==> config.mk <==
export PLATFORM = sky130hd
export DESIGN_NAME = instr_fetch_ctrl
export DESIGN_NICKNAME = d
export VERILOG_FILES = /design/src/rtl/instr_fetch_pkg.sv /design/src/rtl/fetch_skid_buf.sv /design/src/rtl/instr_fetch_ctrl.sv
export SDC_FILE = /design/constraint.sdc
export NUM_CORES = 1
export LEC_CHECK = 0
export ABC_AREA = 1
export ABC_CLOCK_PERIOD_IN_PS = 17600
export CAP_MARGIN = 0
export CORE_MARGIN = 2
export CORE_UTILIZATION = 49
export CTS_CLUSTER_DIAMETER = 100
export DETAILED_ROUTE_END_ITERATION = 10
export HOLD_SLACK_MARGIN = 0.02
export MAX_ROUTING_LAYER = met4
export PLACE_DENSITY = 0.75
export SLEW_MARGIN = 20
export SYNTH_ARGS = -nofsm -noshare
export SYNTH_HDL_FRONTEND = slang
export SYNTH_SLANG_ARGS = --single-unit
==> constraint.sdc <==
create_clock -name clk -period 17.6 [get_ports clk]
set_input_delay 3.52 -clock clk [delete_from_list [all_inputs] [get_ports clk]]
set_output_delay 3.52 -clock clk [all_outputs]
set_load 0.005 [all_outputs]
==> src/rtl/instr_fetch_pkg.sv <==
// Shared types and constants for the instruction fetch controller.
package instr_fetch_pkg;

  typedef enum logic [1:0] {
    IDLE = 2'd0,
    RUN  = 2'd1,
    HALT = 2'd2
  } fetch_state_t;

  localparam logic [31:0] INSTR_BYTES      = 32'd4;
  localparam logic [31:0] DEFAULT_RESET_PC = 32'h0000_0000;

endpackage

==> src/rtl/fetch_skid_buf.sv <==
// Two-entry in-order buffer holding fetched words and their byte addresses.
// Entry 0 is always the head; a pop shifts entry 1 down.
module fetch_skid_buf (
  input  logic        clk,
  input  logic        reset,
  input  logic        push,
  input  logic [31:0] push_data,
  input  logic [31:0] push_pc,
  input  logic        pop,
  input  logic        flush,
  output logic        valid,
  output logic [31:0] head_data,
  output logic [31:0] head_pc,
  output logic [1:0]  count
);

  logic [31:0] data_q [2];
  logic [31:0] pc_q   [2];
  logic [31:0] data_d [2];
  logic [31:0] pc_d   [2];
  logic [1:0]  count_q, count_d;
  logic        pop_eff;
  logic [1:0]  count_after_pop;

  assign pop_eff         = pop && (count_q != 2'd0);
  assign count_after_pop = count_q - {1'b0, pop_eff};
  assign valid           = (count_q != 2'd0);
  assign head_data       = data_q[0];
  assign head_pc         = pc_q[0];
  assign count           = count_q;

  // Next contents: retire the head first, then append at the first free slot.
  always_comb begin
    data_d  = data_q;
    pc_d    = pc_q;
    count_d = count_after_pop;
    if (pop_eff) begin
      data_d[0] = data_q[1];
      pc_d[0]   = pc_q[1];
    end
    if (push && (count_after_pop != 2'd2)) begin
      if (count_after_pop == 2'd0) begin
        data_d[0] = push_data;
        pc_d[0]   = push_pc;
      end else begin
        data_d[1] = push_data;
        pc_d[1]   = push_pc;
      end
      count_d = count_after_pop + 2'd1;
    end
    if (flush) begin
      count_d = 2'd0;
    end
  end

  // Buffer registers; reset clears entries so inst/inst_pc read zero.
  always_ff @(posedge clk or posedge reset) begin
    if (reset) begin
      data_q[0] <= '0;
      data_q[1] <= '0;
      pc_q[0]   <= '0;
      pc_q[1]   <= '0;
      count_q   <= 2'd0;
    end else begin
      data_q  <= data_d;
      pc_q    <= pc_d;
      count_q <= count_d;
    end
  end

  // The issue rule upstream must never let a write land on a full buffer.
  no_overflow: assert property (@(posedge clk) disable iff (reset)
    !(push && !flush && (count_after_pop == 2'd2)));

endmodule

==> src/rtl/instr_fetch_ctrl.sv <==
// Instruction fetch controller: pc sequencing, one-deep in-flight tracking
// against a 1-cycle-latency memory, and a 2-entry buffer toward the decoder.
//
// state | meaning
// IDLE  | after reset, waiting for start; no fetches
// RUN   | issuing fetches while buffer + in-flight has room
// HALT  | no new fetches; outstanding work drains to the decoder
module instr_fetch_ctrl
  import instr_fetch_pkg::*;
#(
  parameter logic [31:0] RESET_PC = DEFAULT_RESET_PC
) (
  input  logic        clk,
  input  logic        reset,
  input  logic        start,
  input  logic        halt,
  input  logic        redirect_valid,
  input  logic [31:0] redirect_pc,
  output logic [31:0] mem_addr,
  input  logic [31:0] mem_rdata,
  output logic        inst_valid,
  input  logic        inst_ready,
  output logic [31:0] inst,
  output logic [31:0] inst_pc
);

  fetch_state_t state_q, state_d;
  logic [31:0]  pc_q;
  logic [31:0]  tag_q;
  logic         inflight_q;
  logic         pop;
  logic         issue;
  logic         push;
  logic [1:0]   buf_count;
  logic [2:0]   occupancy;

  assign pop       = inst_valid & inst_ready;
  assign occupancy = {1'b0, buf_count} + {2'b00, inflight_q} - {2'b00, pop};
  // A redirect cycle never issues: the old pc is stale and the target is
  // only loaded at the edge.
  assign issue     = (state_q == RUN) && !redirect_valid && (occupancy < 3'd2);
  assign push      = inflight_q && !redirect_valid;
  assign mem_addr  = {2'b00, pc_q[31:2]};

  // Next-state logic; halt wins over start.
  always_comb begin
    state_d = state_q;
    case (state_q)
      IDLE:    if (start && !halt) state_d = RUN;
      RUN:     if (halt)           state_d = HALT;
      HALT:    if (start && !halt) state_d = RUN;
      default:                     state_d = IDLE;
    endcase
  end

  // State register.
  always_ff @(posedge clk or posedge reset) begin
    if (reset) state_q <= IDLE;
    else       state_q <= state_d;
  end

  // pc and in-flight tracking; a redirect kills the outstanding fetch.
  always_ff @(posedge clk or posedge reset) begin
    if (reset) begin
      pc_q       <= RESET_PC;
      tag_q      <= '0;
      inflight_q <= 1'b0;
    end else if (redirect_valid) begin
      pc_q       <= redirect_pc & ~32'h0000_0003;
      inflight_q <= 1'b0;
    end else begin
      inflight_q <= issue;
      if (issue) begin
        tag_q <= pc_q;
        pc_q  <= pc_q + INSTR_BYTES;
      end
    end
  end

  fetch_skid_buf u_buf (
    .clk       (clk),
    .reset     (reset),
    .push      (push),
    .push_data (mem_rdata),
    .push_pc   (tag_q),
    .pop       (pop),
    .flush     (redirect_valid),
    .valid     (inst_valid),
    .head_data (inst),
    .head_pc   (inst_pc),
    .count     (buf_count)
  );

endmodule
==> metrics, run 1 <==
status complete, no violations; Synth cell types 30; Synth warnings 0; r2r endpoint pc_q[30]$_DFFE_PP0P_; initial core utilization 49.9%; Hold Startpoint u_buf.pc_q[28]$_DFFE_PP0P_; # Max-Cap Violations 0; largest net degree at the start of global routing ~110; Post-synth EDFFs 0; final setup violating endpoints 0; WL/cell roughly 14 um; Hold Path Class flip-flop to flip-flop; first-pass GRT wire length between 30 and 40 mm; setup TNS 0 ns; Die Span X roughly 140 um; vias in the first global route 7003; hold buffer count at cts 0; critical path peak fanout 87; # IOs between 150 and 200; CTS max path bufs 2; clk slew on worst S/H paths 0.06 ns; WL met3 between 1 and 1.5 mm; ratio of cells with drive above 1 in the final layout between 5 and 6%; Site Rows 50; Max Fclk between 0.1 and 0.15 GHz; R2R depth 17; Clock Latency Late Sink 0.43 ns; die height roughly 140 um; GRT Total Usage between 20% and 30%; Cells after Synth approximately 1100; worst slew pin tran 1.02 ns; critical path launch point inst_ready; critical path endpoint category flip-flop; Synth area leaders dfrtp_1, nand2_1, o21ai_0; Worst VDD drop ~0.077 mV; vias per cell around 5.1; initial antenna violation count 0; R2R Setup Slk around 13 ns; Residual DRC 0; RSZ-0062 raised after global routing no; Final min period 7.19 ns; PortBufs 162; total die area 20100 sq um; most frequent cell after synthesis nand2_1; Post-Syn Area 9300 sq um; pre-CTS WS approximately 10 ns; leak pwr between 0.005 and 0.006 uW; Post-CTS Setup Bufs 0; worst flop-to-flop path startpoint u_buf.count[1]$_DFF_PP0_; Final GP Congestion ~0.84; Inserted Clock Buffers 17; H-tree levels 4; core area roughly 19000 sq um; clock skew just under 0.02 ns; top cell type's share of synthesized area about 50%; fin crit share between 40% and 50%; number of DRC markers in iteration 0 between 400 and 500; cell taking the most area after synthesis dfrtp_1; Detail Placement HPWL roughly 13 mm; power density over cell area around 150 nW/um^2; metal1 wirelength 10.0 mm; Via Count about 7300; area delta synth->final 19.2%; top layer in use met4; met2 wire length roughly 9.5 mm; # diodes 0; Final WS setup around 10 ns; Routed WL about 21 mm; max_slew headroom roughly a third; hold depth 2; layout net count 1270; Setup CP Type input pin to flip-flop; Clock Sinks about 190; post-synthesis sequential area ratio 51.4%; CP Launch Type input pin; CTS tree done; gr ovfl total 0; Hold Fails Final Rpt 0; async set or reset register ratio after synthesis 100%; syn avg cell area 8.27 sq um; drt first pass iters 5; CTS resizes 0; Worst Hold Path EP u_buf.pc_q[28]$_DFFE_PP0P_; data required time of the worst path approximately 18 ns; ANT nets after route 0; CP Data Arrival Time about 7.5 ns; FF+latch count, synth 191; Most used DFF post-synth dfrtp_1; Max Slew Vio Count 0; synth cell count leaders nand2_1, dfrtp_1, o21ai_0, nor2_1, inv_1; root buf cell clkbuf_16
cell families (layout without fill, tap and decap cells):
group	Yosys count	after routing	synth area share [%]
adders and majority gates	6	6	0.888
DFF	191	191	51.4
AOI/OAI and AO/OA	211	211	12.0
other	1	2	0.0403
buffers and inverters	233	314	13.1
and+or+nand+nor	462	462	20.2
xor gates and xnor gates	3	3	0.282
muxes	18	18	2.18
worst max-delay path: stages:
cell and delay (ns):
clkdlybuf4s50_1 0.41, nand2_2 0.06, buf_4 0.59, clkinv_1 0.14
buf_4 0.35, ha_1 0.43, inv_1 0.14, nand2_1 0.09
fa_1 0.43, nand2_1 0.09, nor2_2 0.04, nand2_2 0.07
buf_4 0.65, nor2_1 0.19, nand3_1 0.13, nand3_1 0.08
area by class of cell:
class | instances | area [sq um]
fill | 1628 | 7550
sequential | 191 | 4780
multi-input combinational | 702 | 3320
timing repair buffer | 169 | 1680
clock buffer | 23 | 478
inverter | 113 | 434
tap | 234 | 293
clock inverter | 9 | 109
routing by layer:
metal  global-route usage (%)  vias up
li1                         -     3677
met3                     3.44       23
met1                     32.6     3424
met5                        -        -
met4                     5.74        0
met2                     33.7      224
placed cells by master (no fill, tap or decap), types with 6 or more instances in the layout:
cell	count
a21oi_1	13
nand2_1	243
o21ai_1	15
o22ai_1	45
inv_1	109
clkbuf_16	17
mux2_2	18
clkdlybuf4s50_1	162
nor2_1	131
dfrtp_1	191
buf_4	6
nand3_1	71
nor2_2	6
o21ai_0	138
registers in the layout (all words and copies together) (netlist names):
| register | cells |
|---|---|
| u_buf.pc_q | 30 |
| u_buf.count | 2 |
| state_q | 2 |
| u_buf.data_q | 32 |
| pc_q | 30 |
| inflight_q | 1 |
| tag_q | 30 |
| u_buf.head_data | 32 |
| u_buf.head_pc | 32 |
metrics by stage:
| step | std cells | instance area [sq um] | utilization (%) | hold slack, ns | power [uW] |
|---|---|---|---|---|---|
| after detailed placement | 1409 | 10500 | 56.3 | 0.473 | 1310 |
| after global routing | 1441 | 11100 | 59.5 | 0.509 | 1810 |
| after CTS | 1441 | 11100 | 59.5 | 0.490 | 1700 |
| after floorplan | 1126 | 9310 | - | 0.453 | 1120 |
| after global placement | 1409 | 10500 | 56.3 | 0.466 | 1290 |
| final | 1441 | 11100 | 59.5 | 0.486 | 1690 |
how the worst max path moves through the flow:
| stage | to | slack [ns] | cells after the start |
|---|---|---|---|
| global placement | pc_q[30]$_DFFE_PP0P_ | 10.02 | 16 |
| global route | pc_q[30]$_DFFE_PP0P_ | 10.11 | 16 |
| finish | pc_q[30]$_DFFE_PP0P_ | 10.41 | 16 |
| CTS | pc_q[28]$_DFFE_PP0P_ | 10.40 | 16 |
| detailed placement | pc_q[30]$_DFFE_PP0P_ | 9.97 | 16 |
| floorplan | inflight_q$_DFF_PP0_ | 8.88 | 1 |
power by group:
group	switching, uW	total [uW]	internal (uW)	leakage [uW]
clock network	162	383	220	0.000275
registers	107	729	622	0.00239
logic	280	575	295	0.00257
total	549	1690	1140	0.00523
Power figures use the tool's default switching activity.
==> run 2: changes to the inputs <==
Settings changed: ABC_CLOCK_PERIOD_IN_PS 17600 to 6800.
Clock period 17.6 ns to 6.8 ns, I/O delays scaled along.
==> metrics, run 2 (synthesis results as in run 1) <==
CTS resizes 0; combinational power share about a third; setup TNS 0 ns; clk slew on worst S/H paths around 0.070 ns; power density over cell area ~390 nW/um^2; Worst Hold Path EP u_buf.pc_q[30]$_DFFE_PP0P_; critical path peak fanout 53; R2R Setup Slk between 3 and 4 ns; largest net degree at the start of global routing approximately 130; WL/cell between 10 and 15 um; drt first pass iters 7; Final GP Congestion about 0.86; Die Span X about 140 um; root buf cell clkbuf_16; R2R depth 15; GRT Total Usage between 20 and 25%; peak per-stage delay on the critical path roughly 0.54 ns; vias per cell between 5 and 6; Max Fclk roughly 0.24 GHz; CP Buf/Inv Count 4; slowest CP cell buf_4; die height between 100 and 150 um; PortBufs ~160; Seq pwr share between 40% and 50%; Clock Sinks between 150 and 200; instance count on the critical path 14; Sw Pwr 1440 uW; leak pwr between 0.005 and 0.006 uW; Site Rows 50; ANT nets after route 0; clock skew between 0.008 and 0.009 ns; Final min period roughly 4.1 ns; data required time of the worst path between 7 and 8 ns; worst slew pin tran just over 0.9 ns; # diodes 0; number of DRC markers in iteration 0 490; critical path endpoint category flip-flop; r2r endpoint pc_q[24]$_DFFE_PP0P_; vias in the first global route between 6000 and 7000; Worst VDD drop slightly above 0.2 mV; Routed WL approximately 21 mm; most common cell after layout, fill and taps aside nand2_1; gr ovfl total 0; most frequent cells in the layout nand2_1, dfrtp_1, clkdlybuf4s50_1; H-tree levels 4; Power Total between 4000 and 5000 uW; fillers 1641; core area roughly 19000 sq um; Residual DRC 0; Detail Placement HPWL 13.6 mm; fin crit share 60.9%; initial antenna violation count 0; Sw Share between 30 and 40%; # IOs 167; CTS max path bufs 2; initial core utilization 49.9%; Clock Latency Late Sink 0.42 ns; Inserted Clock Buffers 17; critical path launch point inst_ready; final setup violating endpoints 0; crit-path leading delay family buffers and inverters; hold buffer count at cts 0; status complete, no violations; Int Pwr 2920 uW; ratio of cells with drive above 1 in the final layout under 10%; Setup CP Type input pin to flip-flop; area delta synth->final 19.0%; first-pass GRT wire length about 35 mm; CTS tree done; Hold Slack 0.487 ns; total die area 20100 sq um; Hold Startpoint u_buf.pc_q[30]$_DFFE_PP0P_; RSZ-0062 raised after global routing no; max_slew headroom a little under two fifths; worst flop-to-flop path startpoint u_buf.count[1]$_DFF_PP0_; hold depth 2; # Max-Cap Violations 0; Post-CTS Setup Bufs 0; Hold Path Class flip-flop to flip-flop; layout net count about 1300; Max Slew Vio Count 0; Clock Power Share about 22%; CP Launch Type input pin; CP cell instances clkdlybuf4s50_1 > nand2_2 > clkinv_1 > ha_1 > inv_1 > nand2_1 > fa_1 > nand2_1 > nor2_2 > nand2_2 > buf_4 > nor2_1 > nand3_1 > nand3_1; Hold Fails Final Rpt 0; Via Count 7363; CP Data Arrival Time 4.46 ns
==> run 2: changes by cell type in the layout (fill, tap and decap cells not counted), sizes merged <==
| cell | change |
|---|---|
| clkinvlp | -2 |
| inv | +3 |
| clkinv | +3 |
| clkbuf | -4 |
==> run 2: final cells by class <==
| type | count | area [sq um] | share of cell area, % |
|---|---|---|---|
| sequential | 191 | 4780 | 43.2 |
| multi-input combinational | 702 | 3320 | 30.0 |
| timing repair buffer | 169 | 1670 | 15.1 |
| inverter | 113 | 434 | 3.92 |
| clock buffer | 19 | 433 | 3.91 |
| tap | 234 | 293 | 2.64 |
| clock inverter | 13 | 139 | 1.25 |
==> run 2: worst register-to-register path, delay by kind of cell (launching register included) <==
family	cells	cell delay [ns]
buffers and inverters	4	0.89
adder cells (fa/ha/maj)	2	0.76
flip-flops	1	0.42
AND/OR/NAND/NOR	9	1.25
==> run 2: power by group through the flow <==
stage | Sequential [uW] | Combinational (uW) | Clock, uW
finish | 1890 | 1490 | 975
global route | 1950 | 1680 | 1050
CTS | 1890 | 1500 | 997
detailed placement | 1910 | 1490 | 0
global placement | 1890 | 1450 | 0
floorplan | 1830 | 1080 | 0
==> run 2: through the flow <==
| stage | setup WS, ns | instance area, sq um | cells | utilization, % |
|---|---|---|---|---|
| floorplan | 0.241 | 9310 | 1126 | - |
| global placement | 2.27 | 10500 | 1409 | 56.3 |
| detailed placement | 2.25 | 10500 | 1409 | 56.3 |
| CTS | 2.69 | 11100 | 1441 | 59.4 |
| global route | 2.37 | 11100 | 1441 | 59.4 |
| finish | 2.66 | 11100 | 1441 | 59.4 |
==> run 2: worst max-delay path by stage <==
stage / end / slack, ns
finish: pc_q[24]$_DFFE_PP0P_ / 2.66
global route: pc_q[3]$_DFFE_PP0P_ / 2.37
CTS: pc_q[22]$_DFFE_PP0P_ / 2.69
detailed placement: pc_q[22]$_DFFE_PP0P_ / 2.25
global placement: pc_q[24]$_DFFE_PP0P_ / 2.27
floorplan: inflight_q$_DFF_PP0_ / 0.24
==> run 2: per-layer routing <==
metal,GRT usage (%),vias up,part of all wire [%]
met2,33.6,231,46
met1,31.7,3425,48
li1,-,3693,-
met4,4.63,0,0.74
met3,4.18,14,5.4
met5,-,-,0
==> run 3: changes to the inputs <==
Settings changed: ABC_CLOCK_PERIOD_IN_PS 6800 to 3350, CORE_UTILIZATION 49 to 48, PLACE_DENSITY 0.75 to 0.77.
Clock period 6.8 ns to 3.35 ns, I/O delays scaled along.
==> metrics, run 3 (synthesis results as in run 1) <==
WL/cell 14.4 um; core area approximately 19000 sq um; layout net count around 1300; vias in the first global route 7159; # IOs between 150 and 200; power density over cell area 801 nW/um^2; Hold Path Class flip-flop to flip-flop; Setup CP Type input pin to flip-flop; worst slew pin tran 0.733 ns; peak per-stage delay on the critical path 0.51 ns; setup TNS 0 ns; most common cell after layout, fill and taps aside nand2_1; H-tree levels 4; CTS resizes 0; root buf cell clkbuf_16; RSZ-0062 raised after global routing no; ratio of cells with drive above 1 in the final layout slightly below 7%; CP Launch Type input pin; Hold Fails Final Rpt 0; CP cell instances clkdlybuf4s50_1 > nand2_2 > clkinv_1 > ha_1 > inv_1 > nand2_1 > fa_1 > nand2_1 > nor2_2 > nand2_2 > buf_12 > nor2_1 > nand3_1 > nand3_1; Detail Placement HPWL between 10 and 15 mm; leak pwr 0.00531 uW; PortBufs between 150 and 200; # diodes 0; drt first pass iters 4; pre-CTS WS about 0.12 ns; Final WS setup between 0.4 and 0.5 ns; Routed WL approximately 21 mm; critical path endpoint category flip-flop; slowest CP cell fa_1; Die Span X ~140 um; total die area 20500 sq um; fin crit share 85.4%; Worst VDD drop between 0.3 and 0.4 mV; final setup violating endpoints 0; Max Fclk 0.350 GHz; met2 wire length ~9.6 mm; initial antenna violation count 0; CTS max path bufs 2; Clock Sinks about 190; Residual DRC 0; hold buffer count at cts 0; Final GP Congestion 0.864; clk slew on worst S/H paths approximately 0.070 ns; max_slew headroom between 50% and 60%; Inserted Clock Buffers 17; number of DRC markers in iteration 0 424; Via Count roughly 7400; # Max-Cap Violations 0; vias per cell 5.04; ANT nets after route 0; most frequent cells in the layout nand2_1, dfrtp_1, clkdlybuf4s50_1; Clock Latency Late Sink 0.43 ns; Site Rows 50; largest net degree at the start of global routing about 120; Final min period roughly 2.9 ns; CP Data Arrival Time 3.22 ns; status complete, no violations; CTS tree done; Post-CTS Setup Bufs 0; data required time of the worst path 3.71 ns; GRT Total Usage 21.9%; WL met3 ~1.1 mm; Max Slew Vio Count 0; initial core utilization roughly half; die height 143 um; top layer in use met4; clock skew ~0.011 ns; metal1 wirelength 10.0 mm; first-pass GRT wire length 34.8 mm; gr ovfl total 0; area delta synth->final 21.2%; critical path peak fanout 52
## run 3: cell count changes in the layout (fill, tap and decap cells not counted), sizes merged
cell      previous run  this run
buf                  7        16
clkinvlp             2         5
clkinv               7         5
bufinv               2         3
clkbuf              19        18
inv                115       114
## run 3: layout make-up
type / instances / area [sq um]
fill: 1700 / 7610
clock inverter: 14 / 183
timing repair buffer: 178 / 1800
tap: 260 / 325
clock buffer: 18 / 439
inverter: 113 / 430
sequential: 191 / 4780
multi-input combinational: 702 / 3320
## run 3: final timing paths
check | startpoint | to | slack, ns | depth (start not counted)
setup / recovery | inst_ready | pc_q[24]$_DFFE_PP0P_ | 0.49 | 14
min in group asynchronous | reset | u_buf.head_data[21]$_DFF_PP0_ | 0.63 | 2
setup reg to reg | u_buf.count[1]$_DFF_PP0_ | pc_q[24]$_DFFE_PP0P_ | 0.51 | 15
hold reg to reg | u_buf.data_q[25]$_DFFE_PP0P_ | u_buf.data_q[25]$_DFFE_PP0P_ | 0.49 | 2
hold / removal | u_buf.data_q[25]$_DFFE_PP0P_ | u_buf.data_q[25]$_DFFE_PP0P_ | 0.49 | 2
max in group asynchronous | reset | pc_q[25]$_DFFE_PP0P_ | 1.79 | 3
## run 3: metrics by stage
| step | area [sq um] | instances | total power (uW) | util (%) | hold slack, ns |
|---|---|---|---|---|---|
| 2_1_floorplan | 9310 | 1126 | 5900 | - | 0.453 |
| 5_1_grt | 11300 | 1476 | 9660 | 59.7 | 0.500 |
| 4_1_cts | 11300 | 1476 | 9100 | 59.7 | 0.491 |
| 6_report | 11300 | 1476 | 9040 | 59.7 | 0.489 |
| 3_3_place_gp | 10700 | 1444 | 6800 | 56.4 | 0.466 |
| 3_5_place_dp | 10700 | 1444 | 6940 | 56.4 | 0.474 |
## run 3: per-layer routing
layer / up-vias / track usage (%)
met5: - / -
met4: 0 / 7.95
met3: 35 / 3.52
met2: 208 / 34.3
met1: 3499 / 29.2
li1: 3702 / -
## run 3: critical path: cells and delay by family
family	cells	cell delay [ns]
and+or+nand+nor	8	0.85
adders and majority gates	2	0.85
buffers and inverters	4	0.83
## run 3: power breakdown
group          internal [uW]  switching [uW]
Combinational           1580            1510
Sequential              3270             556
Clock                   1210             908
==> patch 1, RTL diff (settings of run 1) <==
Encoding of `fetch_state_t`: now one-hot (3 bits for 3 states).
--- a/src/rtl/instr_fetch_pkg.sv
+++ b/src/rtl/instr_fetch_pkg.sv
@@ -3,6 +3,6 @@
 
-  typedef enum logic [1:0] {
-    IDLE = 2'd0,
-    RUN  = 2'd1,
-    HALT = 2'd2
+  typedef enum logic [2:0] {
+    IDLE = 3'b001,
+    RUN  = 3'b010,
+    HALT = 3'b100
   } fetch_state_t;
Formal check against the unedited RTL: same outputs for any inputs over 4 cycles, from zero or initial values and one cycle with reset high; so few cycles prove little.
==> patch 1 against run 1 <==
  * Wire length is 0.32% higher
  * Fmax is 5.4% higher
  * Clock skew is 0.012 ns lower
  * Worst setup slack better by 0.37 ns
  * Sequential share of layout area is 0.19 points higher
  * Total power is 0.50% higher
  * Die area is 0.77% higher
  * Sequential cell count is 1 higher
  * Count of clock-buffer cells in the layout is 3 lower
  * Combinational power is 5.9% higher
  * Area after synthesis is 0.79% higher
  * Non-clock buffer count is 2 lower
  * Cell area is 0.11% higher
  * Sequential power is 1% higher
  * Critical endpoint is now pc_q[10]
  * Largest cell class unchanged
==> patch 1: results (changes against run 1) <==
cell family with most CP delay simple AND/OR/NAND/NOR gates (was buffers and inverters); wl on met1 10000 µm (about the same); drt first pass iters 5 (unchanged); CP max stage delay 0.79 ns (was 0.65 ns); status completed (unchanged); global-route wire length before repair 34400 µm (was 35400 µm); WL met2 9430 µm (was 9500 µm); vias per cell 5.11 (was 5.10); Post-synth top cells nand2_1 (266), dfrtp_1 (191), o21ai_0 (141) (was nand2_1 (244), dfrtp_1 (191), o21ai_0 (138)); Seq/Total Area, Yosys 51.2% (was 51.4%); post-DP HPWL 13400 µm (about the same); vias in the first global route 6587 (was 7003); fin nets 1246 (was 1270); All-Layer GR Usage 22.1% (was 22.6%); initial antenna violation count 0 (unchanged); WL final 20900 µm (was 20800 µm); Final GP Congestion 0.894 (was 0.839); Final Skew 0.00778 ns (was 0.0194 ns); Worst-Margin Slew 1.00 ns (was 1.02 ns); leakage power 5.23 nW (about the same); Hold Startpoint u_buf.pc_q[15] (was u_buf.pc_q[28]); fraction of layout cells with a size suffix above 1 7.78% (was 5.88%); Psw 0.576 mW (was 0.549 mW); largest net degree at the start of global routing 121 (was 113); slowest stage cell, crit path nor2_4 (was buf_4); synth unique cells 31 (was 30); Layout fillers 1640 (was 1628); Worst Path Max Fanout 65 (was 87); Mapped Cells 1102 (was 1125); fin cells 1417 (was 1441); DRT iter0 DRCs 502 (was 422); Max IR drop VDD 0.0904 mV (was 0.0765 mV)
## patch 1: kinds of logic (layout without fill, tap and decap cells)
kind of cell / count (synthesis) / count (layout) / synth area share, %
AND/OR/NAND/NOR: 455 / 455 / 20.2
buffers and inverters: 212 / 292 / 12.4
AO/OA/AOI/OAI: 201 / 201 / 11.2
flip-flops: 192 / 192 / 51.2
multiplexers: 30 / 30 / 3.60
adder cells (fa/ha/maj): 6 / 6 / 0.881
XOR/XNOR: 5 / 5 / 0.467
other: 1 / 2 / 0.0400
## patch 1: power by group through the flow
stage | combinational (mW) | sequential (mW) | clock, mW
3_3_place_gp | 0.596 | 0.734 | 0
2_1_floorplan | 0.448 | 0.709 | 0
3_5_place_dp | 0.612 | 0.742 | 0
6_report | 0.609 | 0.736 | 0.350
4_1_cts | 0.616 | 0.736 | 0.359
5_1_grt | 0.687 | 0.759 | 0.379
## patch 1: area by class of cell
class | instances | share of cell area [%]
inverters | 93 | 3.23
flip-flops and latches | 192 | 43.3
multi-input cells | 699 | 30.9
clock buffers | 20 | 4.02
repair buffers | 167 | 15.1
well taps | 234 | 2.64
clock inverters | 12 | 0.800
## patch 1: layer usage
| layer | vias up | GRT usage, % |
|---|---|---|
| met1 | 3387 | 31.9 |
| met2 | 217 | 32.5 |
| met3 | 21 | 3.57 |
| li1 | 3621 | - |
| met5 | - | - |
| met4 | 0 | 5.99 |
## patch 1: stage by stage
stage | utilization (%) | setup slack [ns] | hold WS, ns | area (µm²) | total power [mW]
3_5_place_dp | 56.2 | 10.37 | 0.474 | 10500 | 1.35
5_1_grt | 59.2 | 10.54 | 0.510 | 11100 | 1.82
4_1_cts | 59.0 | 10.82 | 0.489 | 11100 | 1.71
3_3_place_gp | 56.2 | 10.40 | 0.466 | 10500 | 1.33
2_1_floorplan | - | 8.85 | 0.453 | 9380 | 1.16
6_report | 59.2 | 10.78 | 0.485 | 11100 | 1.70
## patch 1: path summary, 6_finish.rpt
path / slack [ns] / cells after the start / endpoint
max reg2reg: 13.62 / 14 / pc_q[10]
min reg2reg: 0.49 / 2 / u_buf.pc_q[15]
min in group asynchronous: 3.65 / 2 / u_buf.head_data[2]
max in group asynchronous: 12.51 / 3 / pc_q[15]
max: 10.78 / 13 / pc_q[10]
min: 0.49 / 2 / u_buf.pc_q[15]
## patch 1: worst reg2reg max path: stages, from the launching register on
cell and delay (ns):
dfrtp_1 0.41, inv_2 0.09, nand2_1 0.14, nand2_2 0.09, buf_4 0.59, inv_2 0.10, ha_1 0.37, inv_1 0.15
nand2_1 0.08, fa_1 0.49, nand2_1 0.11, nor2_4 0.79, nor2_4 0.23, nand2_1 0.13, nand3_1 0.07
==> patch 2, RTL diff (config.mk and constraints of run 1) <==
Without the edit above. Reset style: synchronous (`reset`), changed in 3 clocked blocks.
--- a/src/rtl/fetch_skid_buf.sv
+++ b/src/rtl/fetch_skid_buf.sv
@@ -56,3 +56,3 @@
   // Buffer registers; reset clears entries so inst/inst_pc read zero.
-  always_ff @(posedge clk or posedge reset) begin
+  always_ff @(posedge clk) begin
     if (reset) begin
--- a/src/rtl/instr_fetch_ctrl.sv
+++ b/src/rtl/instr_fetch_ctrl.sv
@@ -56,3 +56,3 @@
   // State register.
-  always_ff @(posedge clk or posedge reset) begin
+  always_ff @(posedge clk) begin
     if (reset) state_q <= IDLE;
@@ -62,3 +62,3 @@
   // pc and in-flight tracking; a redirect kills the outstanding fetch.
-  always_ff @(posedge clk or posedge reset) begin
+  always_ff @(posedge clk) begin
     if (reset) begin
Function: differs if reset is asserted again (counterexample within 4 cycles, from zero or initial values and one cycle with reset high); with reset held inactive, the same outputs for 4 cycles.
==> patch 2 against run 1 <==
  * Global-route usage increased by 0.75 points
  * Wire length is 3.1% higher
  * Die area decreased by 5.6%
  * Register-to-register slack worse by 0.10 ns
  * Worst setup slack got worse by 0.21 ns
  * Cell area is 4.7% lower
  * Area after synthesis fell by 5.7%
  * Sequential cell count is the same
  * Worst hold slack lost 0.044 ns
  * Critical path type unchanged
  * Highest routed layer unchanged
Power is not compared: it rests on default switching activity, and its combinational part moved more than twofold at a synthesized area within 25%.
==> patch 2: results (changes against run 1) <==
All-Layer GR Usage 23.3% (was 22.6%); DR vias 7934 (was 7348); Final Skew 0.0111 ns (was 0.0194 ns); DRT iter0 DRCs 481 (was 422); largest cells by area after synthesis dfxtp_1 (44%), o21ai_0 (12%), nand2_1 (8.6%) (was dfrtp_1 (51%), nand2_1 (9.8%), o21ai_0 (7.4%)); Reg power frac a little under half; post-DP HPWL 13600 µm (was 13400 µm); fraction of layout cells with a size suffix above 1 4.65% (was 5.88%); vias in the first global route 7012 (was 7003); Layout fillers 1642 (was 1628); status completed (unchanged); Post-synth top cells o21ai_0 (203), nand2_1 (201), dfxtp_1 (191) (was nand2_1 (244), dfrtp_1 (191), o21ai_0 (138)); Compound-Gate Fraction of Synth Area 19.1% (was 12.0%); Sw Share 23.3%; asr flop ratio synth 0% (was 100%); mux cell area share after synthesis 0% (was 2.18%); Adder-Cell Fraction of Synth Area 0.941% (was 0.888%); largest net degree at the start of global routing 93 (was 113); R2R setup slack 13.13 ns (was 13.23 ns); Worst EP arrival 7.75 ns (was 7.50 ns); pre-CTS setup slack 9.79 ns (was 9.97 ns); worst hold margin 0.442 ns (was 0.486 ns); Worst slew margin 43.3% (was 31.9%); Worst R2R Start u_buf.count[1] (unchanged); fin nets 1352 (was 1270); Seq/Total Area, Yosys 43.6% (was 51.4%); global-route wire length before repair 34200 µm (was 35400 µm); insertion delay to the later sink of the worst-skew pair 0.43 ns (about the same); WL/cell 14.2 µm (was 14.5 µm); CP max stage delay 0.56 ns (was 0.65 ns); ys flop type dfxtp_1 (was dfrtp_1); post-synthesis xor/xnor area fraction 0.699% (was 0.282%); Worst Path Max Fanout 61 (was 87); slowest stage cell, crit path ha_1 (was buf_4)
## patch 2: changes by cell type in the layout (fill, tap and decap cells not counted), moves of 18 or more
cell / delta
dfrtp_1: -191
dfxtp_1: +191
a21oi_1: +71
o21ai_0: +65
o22ai_1: -45
nand2_1: -43
nor2_1: -42
nand3_1: +34
inv_1: +19
mux2_2: -18
## patch 2: how the worst max path moves through the flow
stage	startpoint	endpoint	slack, ns	depth (start not counted)
floorplan	inst_ready	pc_q[13]	11.77	16
global placement	inst_ready	pc_q[21]	9.87	16
detailed placement	inst_ready	pc_q[21]	9.79	16
CTS	inst_ready	pc_q[21]	10.23	16
global route	inst_ready	pc_q[21]	9.83	16
finish	inst_ready	pc_q[21]	10.21	16
## patch 2: cell families (layout without fill, tap and decap cells)
logic type                 Yosys count  after routing
and+or+nand+nor                    423            423
adders and majority gates            6              6
xor gates and xnor gates             7              7
buffers and inverters              273            337
DFF                                191            191
AOI/OAI and AO/OA                  323            323
other                                1              2
## patch 2: layout make-up
type	instances	share of cell area [%]
clock inverters	14	1.89
inverters	135	4.83
repair buffers	170	15.9
clock buffers	18	4.15
well taps	225	2.66
multi-input cells	761	34.4
flip-flops and latches	191	36.2
## patch 2: metrics by stage
step           cells  instance area (µm²)
6_report        1514                10600
4_1_cts         1514                10600
3_3_place_gp    1482                 9930
2_1_floorplan   1225                 8780
3_5_place_dp    1482                 9930
5_1_grt         1514                10600
## patch 2: per-layer routing
layer | track usage [%] | up-vias | part of all wire (%)
met1 | 31.8 | 3608 | 47
met5 | - | - | 0
met2 | 35.7 | 283 | 44
met4 | 6.86 | 0 | 1.1
li1 | - | 4019 | -
met3 | 3.83 | 24 | 7.3
